### config.mk
export PLATFORM = sky130hd
export DESIGN_NAME = timer_ctrl
export DESIGN_NICKNAME = d
export VERILOG_FILES = /design/src/rtl/timer_ctrl.sv
export SDC_FILE = /design/constraint.sdc
export NUM_CORES = 1
export LEC_CHECK = 0
export ABC_AREA = 1
export CAP_MARGIN = 10
export CORE_ASPECT_RATIO = 0.75
export CORE_MARGIN = 2
export CORE_UTILIZATION = 45
export DETAILED_ROUTE_END_ITERATION = 10
export PLACE_DENSITY = 0.77
export SLEW_MARGIN = 15
export SYNTH_ARGS = -nofsm -noshare
export SYNTH_HDL_FRONTEND = slang
export SYNTH_SLANG_ARGS = --single-unit
### constraint.sdc
create_clock -name clk -period 3.38 [get_ports clk]
set_input_delay 0.507 -clock clk [delete_from_list [all_inputs] [get_ports clk]]
set_output_delay 0.507 -clock clk [all_outputs]
set_load 0.02 [all_outputs]
### src/rtl/timer_ctrl.sv
// Countdown timer controller: set minutes/seconds, count down on a 1 Hz enable, pause, done.
// Optional feature: define TIMER_PRESET_RELOAD_EN to reload the started value when returning to SET.
module timer_ctrl #(
    parameter int MIN_MAX = 59
) (
    input  logic       clk,
    input  logic       rst_n,
    input  logic       start_stop,
    input  logic       pause_resume,
    input  logic       set_min,
    input  logic       set_sec,
    input  logic       tick_1hz,
    output logic [5:0] min,
    output logic [5:0] sec,
    output logic [1:0] state,
    output logic       running,
    output logic       done
);

    typedef enum logic [1:0] {
        ST_SET   = 2'd0,
        ST_COUNT = 2'd1,
        ST_PAUSE = 2'd2,
        ST_DONE  = 2'd3
    } state_e;

    localparam logic [5:0] MIN_TOP = 6'(MIN_MAX);
    localparam logic [5:0] SEC_TOP = 6'd59;

    state_e     state_q, state_d;
    logic [5:0] min_q, min_d;
    logic [5:0] sec_q, sec_d;
    logic       running_q, running_d;
    logic       done_q, done_d;
    logic [5:0] reload_min, reload_sec;

`ifdef TIMER_PRESET_RELOAD_EN
    logic [5:0] preset_min_q, preset_min_d;
    logic [5:0] preset_sec_q, preset_sec_d;

    assign reload_min = preset_min_q;
    assign reload_sec = preset_sec_q;
`else
    assign reload_min = 6'd0;
    assign reload_sec = 6'd0;
`endif

    always_comb begin
        // NOTE: every variable gets its hold value first so no path through the case infers a latch.
        state_d = state_q;
        min_d   = min_q;
        sec_d   = sec_q;
`ifdef TIMER_PRESET_RELOAD_EN
        preset_min_d = preset_min_q;
        preset_sec_d = preset_sec_q;
`endif
        case (state_q)
            ST_SET: begin
                if (start_stop) begin
                    if ((min_q != 6'd0) || (sec_q != 6'd0)) begin
                        state_d = ST_COUNT;
`ifdef TIMER_PRESET_RELOAD_EN
                        preset_min_d = min_q;
                        preset_sec_d = sec_q;
`endif
                    end
                end else begin
                    if (set_min) min_d = (min_q == MIN_TOP) ? 6'd0 : min_q + 6'd1;
                    if (set_sec) sec_d = (sec_q == SEC_TOP) ? 6'd0 : sec_q + 6'd1;
                end
            end
            ST_COUNT: begin
                if (start_stop) begin
                    state_d = ST_SET;
                    min_d   = reload_min;
                    sec_d   = reload_sec;
                end else if (pause_resume) begin
                    state_d = ST_PAUSE;
                end else if (tick_1hz) begin
                    // COUNT never holds 00:00, so the minute borrow cannot underflow.
                    if (sec_q != 6'd0) begin
                        sec_d = sec_q - 6'd1;
                    end else begin
                        min_d = min_q - 6'd1;
                        sec_d = SEC_TOP;
                    end
                    if ((min_d == 6'd0) && (sec_d == 6'd0)) state_d = ST_DONE;
                end
            end
            ST_PAUSE: begin
                if (start_stop) begin
                    state_d = ST_SET;
                    min_d   = reload_min;
                    sec_d   = reload_sec;
                end else if (pause_resume) begin
                    state_d = ST_COUNT;
                end
            end
            ST_DONE: begin
                if (start_stop) begin
                    state_d = ST_SET;
                    min_d   = reload_min;
                    sec_d   = reload_sec;
                end
            end
            default: state_d = ST_SET;
        endcase

        running_d = (state_d == ST_COUNT);
        done_d    = (state_d == ST_DONE);
    end

    // NOTE: state registers use non-blocking assignments so all flops update together on the edge.
    always_ff @(posedge clk or negedge rst_n) begin
        if (!rst_n) begin
            state_q   <= ST_SET;
            min_q     <= 6'd0;
            sec_q     <= 6'd0;
            running_q <= 1'b0;
            done_q    <= 1'b0;
        end else begin
            state_q   <= state_d;
            min_q     <= min_d;
            sec_q     <= sec_d;
            running_q <= running_d;
            done_q    <= done_d;
        end
    end

`ifdef TIMER_PRESET_RELOAD_EN
    always_ff @(posedge clk or negedge rst_n) begin
        if (!rst_n) begin
            preset_min_q <= 6'd0;
            preset_sec_q <= 6'd0;
        end else begin
            preset_min_q <= preset_min_d;
            preset_sec_q <= preset_sec_d;
        end
    end
`endif

    assign min     = min_q;
    assign sec     = sec_q;
    assign state   = state_q;
    assign running = running_q;
    assign done    = done_q;

endmodule

==> results of run 1 <==
==> layer usage <==
layer / global-route usage / vias to the layer above / wire [µm]
met5: 0 / - / 0
met4: 0.0340 / 0 / 0
met3: 0.0551 / 0 / 300
met2: 0.312 / 63 / 1470
met1: 0.327 / 649 / 1620
li1: - / 674 / -
==> sequential cells by signal (all words and copies together) (netlist names) <==
signal / count
sec: 6
done: 1
min: 6
state: 2
running: 1
==> final timing paths <==
path	from	endpoint	slack, ps	cells after the start
max in group asynchronous	rst_n	min[3]	2190	1
min in group asynchronous	rst_n	sec[2]	700	1
worst min register to register	min[5]	state[0]	630	2
worst min-delay path	min[5]	state[0]	630	2
worst max-delay path	sec[2]	sec[2]	1370	1
worst max register to register	sec[0]	running	1420	13
==> cells in the final DEF, fill, tap and decap left out, types with 2 or more instances in the layout <==
cell type,instances
nand2_1,47
nor2_1,23
a22oi_1,5
o21ai_1,10
inv_2,11
a21oi_1,12
nor2_4,4
nor3_1,2
ha_1,6
inv_1,14
dfrtp_1,16
nand4_1,3
nor2_2,3
nand3_1,12
clkdlybuf4s50_1,22
xnor2_1,2
o21ai_0,3
clkbuf_8,4
o211ai_1,3
xor2_1,5
==> through the flow <==
stage / setup slack, ps / std cells / hold WS [ps]
floorplan: 1660 / 191 / 211
global placement: 1410 / 249 / 613
detailed placement: 1320 / 249 / 616
CTS: 1370 / 253 / 636
global route: 1240 / 253 / 708
finish: 1370 / 253 / 630
==> worst register-to-register path: stages, from the launching register on <==
cell	delay, ps
dfrtp_1	460
inv_2	160
ha_1	310
nand3_4	160
nor2_2	140
nand2_1	60
nand2_1	60
nand2_1	70
nor2_1	90
nand3_1	90
nand2_1	70
nand2_1	70
nand2_1	80
nor2_1	50
==> cell type report <==
type                    instances  share of cell area
multi-input cells             147               0.494
flip-flops and latches         16               0.246
repair buffers                 22               0.135
inverters                      26              0.0608
clock buffers                   4              0.0339
well taps                      38              0.0293
==> power groups by stage <==
stage	Clock (mW)	Sequential, mW	Combinational (mW)
after floorplan	0	0.431	0.598
after global placement	0	0.388	0.905
after global routing	0.188	0.402	1.02
final	0.177	0.387	0.923
after CTS	0.180	0.386	0.916
after detailed placement	0	0.390	0.911
==> cell families after synthesis <==
group | Yosys count | synth area share
and+or+nand+nor | 97 | 0.339
AOI/OAI and AO/OA | 37 | 0.164
buffers and inverters | 28 | 0.0916
DFF | 16 | 0.302
xor gates and xnor gates | 7 | 0.0463
adders and majority gates | 6 | 0.0567
==> results.md, run 1 <==
* Final net count at ~230
* Worst Max-Slew Pin Slew at ~800 ps
* Most frequent cell after synthesis: nand2_1
* Global route overflow at 0
* Pwr dens at just over 900 mW/mm²
* Period minus WS final at 2010 ps
* Number of max-cap violations at 0
* Final Cell Area at roughly 0.0016 mm²
* Reg power frac at 0.261
* CP required at about 2900 ps
* Drt first pass iters at 4
* Hold crit path type: flip-flop to flip-flop
* CP top delay family: buffers and inverters
* Die Ht at between 50 and 60 µm
* Fmax at 0.499 GHz
* IO Count at 23
* Global-route wire length before repair at ~5600 µm
* Vias in the first global route at around 1200
* Wire per inst at about 13 µm
* Ranking of synthesized cells by area: dfrtp_1 (30%), nand2_1 (13%), nor2_1 (6.5%)
* Max_slew headroom at 0.479
* Share of layout cells above drive strength 1 at 0.121
* Number of I/O port buffers at 22
* Iter 0 DRT Violations at 78
* Initial Utilization at 0.461
* Leakage power total at 0.748 nW
* CTS clk-pin slew, worst paths at about 70 ps
* Distinct cell type count after synthesis at 27
* Core area at around 0.0029 mm²
* Yosys top cell by area: dfrtp_1
* Utilization after layout at 0.566
* Seq. cell area at 400 µm²
* Final TNS setup at 0 ps
* Mean Syn Cell Area at between 6 and 7 µm²
* Skew-Pair Late Insertion Delay at roughly 260 ps
* FP Rows at 17
* Crit path kind: flip-flop to primary output
* CTS max path bufs at 2
* Ys async rst share at 1.00
* Worst Path Buf+Inv at 1
* Final Slew Violations at 0
* Postcts setup bufs at 0
* Routability Congestion at 0.913
* H-Tree Level Count at 1
* Clock tree from TritonCTS: built
* Status: finished clean
* Commonest cells in the synthesized netlist: nand2_1 (47), nor2_1 (23), dfrtp_1 (16)
* Cts bufs inserted at 3
* Max VDD drop at between 0.4 and 0.5 mV
* Crit start category: flip-flop
* Critical Path Max Stage Delay at ~700 ps
* CP Capture Type: primary output
* CP Max Fanout at 8
* Antenna diode count at 0
* Worst path cell trace: clkdlybuf4s50_1
* Cell internal pwr at about 0.73 mW
* Vias per std cell at roughly 5.5
* Seq/Total Area, Yosys at 0.302
* Most used DFF post-synth: dfrtp_1
* Post-synth EDFFs at 0
* Switch share at 0.509
* Syn_nets at roughly 200
* Initial antenna violation count at 0
* Total chip power at approximately 1.5 mW
* DP HPWL at between 2000 and 3000 µm
* Drc violations at 0
* Global Route Usage Sum at 0.216
* Die width at about 67 µm
* Unrepaired setup endpoints after global routing: no
* Fin crit share at 0.593
* Switching pwr at between 0.7 and 0.8 mW
* Slowest cell on the critical path: clkdlybuf4s50_1
* Final Hold Viols at 0
* Syn Inst Count at 191
* DRT Wirelength at 3390 µm
* Post-CTS resize count at 0
* Post-DP Area at about 0.0016 mm²
* Via count at around 1400
* Synth Warn # at 0
* Num Clock Sinks at 16
* Hold_buf cts at 0
* Yosys reg bits at 16
* Logic pwr share at 0.621
* Clock power frac at 0.119
* Post-synth top area share at 0.302
* Mapped cell area at 0.00133 mm²
* Clock skew at 4.66 ps
* Setup-failing EPs final at 0
* Fillers at slightly below 300
* Die area at between 0.003 and 0.004 mm²
* Area occupied by multi-input gates at around 800 µm²
* Antenna-violating nets left at 0
* Largest net degree at the start of global routing at 17
* Root Buffer: clkbuf_8
* Area growth syn-to-layout at 22.7%
* Arr. time, crit path at about 1500 ps
(Power assumes the default switching activity.)
==> run 2, diff against run 1 <==
==> constraint.sdc (replaced) <==
create_clock -name clk -period 2 [get_ports clk]
set_input_delay 0.3 -clock clk [delete_from_list [all_inputs] [get_ports clk]]
set_output_delay 0.3 -clock clk [all_outputs]
set_load 0.02 [all_outputs]
==> results.md, run 2 (synthesis results as in run 1) <==
* Skew-Pair Late Insertion Delay at 250 ps (about the same)
* Switch share at 0.509 (about the same)
* Reg2reg path depth at 13 (unchanged)
* Root Buffer: clkbuf_8
* Die width at 66.7 µm (unchanged)
* Most frequent cells in the layout: nand2_1 (47), nor2_1 (23), clkdlybuf4s50_1 (22), dfrtp_1 (16), inv_1 (14)
* Core area at 0.00287 mm² (unchanged)
* Pwr dens at 1560 mW/mm² (+71%)
* Routability Congestion at 0.986 (+8.0%)
* Cts bufs inserted at 3 (unchanged)
* Max_slew headroom at 0.736 (+0.257)
* Initial antenna violation count at 0 (unchanged)
* Global Route Usage Sum at 0.226 (+0.00982)
* Cell internal pwr at 1.27 mW (+73%)
* Global-route wire length before repair at 5720 µm (+1.3%)
* Reg2reg start: sec[1]
* Fillers at 277 (-4.8%)
* Logic pwr share at 0.630 (+0.009)
* Crit path kind: flip-flop to flip-flop
* Clock skew at 0.874 ps (-3.78 ps)
* Number of max-cap violations at 0 (unchanged)
* Vias per std cell at 5.28 (-3.6%)
* Hold WS at 328 ps (-302 ps)
* FP Rows at 17 (unchanged)
* Via count at 1347 (-2.8%)
* H-Tree Level Count at 1 (unchanged)
* IO Count at 23 (unchanged)
* Drc violations at 0 (unchanged)
* Largest net degree at the start of global routing at 11 (-6)
* Arr. time, crit path at 1980 ps (+480 ps)
* Initial Utilization at 0.461 (unchanged)
* Utilization after layout at 0.576 (+0.00959)
* Switching pwr at 1.31 mW (+74%)
* Iter 0 DRT Violations at 92 (+18%)
* Fmax at about 0.55 GHz
* Clock power frac at 0.116 (-0.003)
* DP HPWL at 2640 µm (+1.7%)
* Final Slew Violations at 0 (unchanged)
* Leakage power total at 0.759 nW (+1.4%)
* Postcts setup bufs at 0 (unchanged)
* Status: finished clean
* Hold crit path type: input pin to asynchronous set/reset pin
* Final Hold Viols at 0 (unchanged)
* CP Max Fanout at 5 (-3)
* Die area at 0.00340 mm² (unchanged)
* CTS clk-pin slew, worst paths at 70 ps (about the same)
* Antenna diode count at 0 (unchanged)
* Drt first pass iters at 5 (+1)
* Global route overflow at 0 (unchanged)
* Fin crit share at 0.914
* Num Clock Sinks at 16 (unchanged)
* Reg power frac at 0.253 (-0.008)
* Period minus WS final at 1830 ps
* Worst Max-Slew Pin Slew at 396 ps (-382 ps)
* CP Capture Type: flip-flop
* R2R setup slack at 170 ps (-1250 ps)
* Share of layout cells above drive strength 1 at 0.134 (+0.0127)
* Area growth syn-to-layout at 24.7%
* Final net count at 231 (+0.87%)
* Setup-failing EPs final at 0 (unchanged)
* Crit start category: flip-flop
* CP required at 2150 ps (-720 ps)
* Antenna-violating nets left at 0 (unchanged)
* DRT Wirelength at 3520 µm (+3.9%)
* Clock tree from TritonCTS: built
* Leading cell type in the layout, fill and taps excluded: nand2_1
* Number of I/O port buffers at 22 (unchanged)
* Max VDD drop at 0.734 mV (+77%)
* Die Ht at 51.0 µm (unchanged)
* RR Endpoint: running
* Wire per inst at 13.8 µm (+3.0%)
* Vias in the first global route at 1176 (-4.2%)
* CTS max path bufs at 2 (unchanged)
-- run 2: how the worst max path moves through the flow --
stage               startpoint       to  cells past startpoint
global route            sec[1]  running                     13
floorplan               sec[1]  running                     12
detailed placement      sec[0]  running                     13
CTS                     sec[1]  running                     12
finish                  sec[1]  running                     13
global placement        sec[0]  running                     13
-- run 2: metrics by stage --
stage          TNS, ps  total power [mW]  std cells  worst slack [ps]  instance area [µm²]
2_1_floorplan        0              1.74        191               281                 1330
3_3_place_gp         0              2.20        251               120                 1590
3_5_place_dp         0              2.21        251               109                 1590
4_1_cts              0              2.52        255              89.6                 1640
5_1_grt          -14.2              2.78        255             -14.2                 1650
6_report             0              2.58        255               172                 1650
-- run 2: critical path, cell delays in order (launching register included) --
cell and delay [ps]:
dfrtp_1 430, inv_1 190, ha_1 220, inv_1 70
o21ai_1 130, nand2_1 90, nor2_1 90, nand2_1 60
nor2_1 90, nand3_1 90, nand2_1 70, nand2_1 60
nand2_1 90, nor2_1 40
-- run 2: timing repair --
item / 4_1_cts / 5_1_grt
resized for setup: 0 / 2
hold buffers: 0 / 0
hold endpoints to repair: 0 / 0
setup endpoints to repair: 0 / 3
-- run 2: cell type report --
type | count | area, µm² | share of cell area
inverter | 26 | 98.8 | 0.0598
tap | 38 | 47.5 | 0.0288
multi-input combinational | 147 | 816 | 0.494
clock buffer | 4 | 55.1 | 0.0333
timing repair buffer | 24 | 235 | 0.142
sequential | 16 | 400 | 0.242
-- run 2: power groups by stage --
stage	combinational (mW)	clock, mW	sequential [mW]
2_1_floorplan	1.01	0	0.728
3_3_place_gp	1.55	0	0.652
3_5_place_dp	1.55	0	0.655
4_1_cts	1.57	0.302	0.650
5_1_grt	1.78	0.320	0.677
6_report	1.63	0.300	0.653
-- run 2: per-layer routing --
| layer | part of all wire | vias up | global-route usage |
|---|---|---|---|
| met5 | 0 | - | 0 |
| met4 | 0.0088 | 0 | 0.0408 |
| met3 | 0.085 | 4 | 0.0617 |
| met2 | 0.44 | 72 | 0.337 |
| met1 | 0.46 | 589 | 0.329 |
| li1 | - | 682 | - |
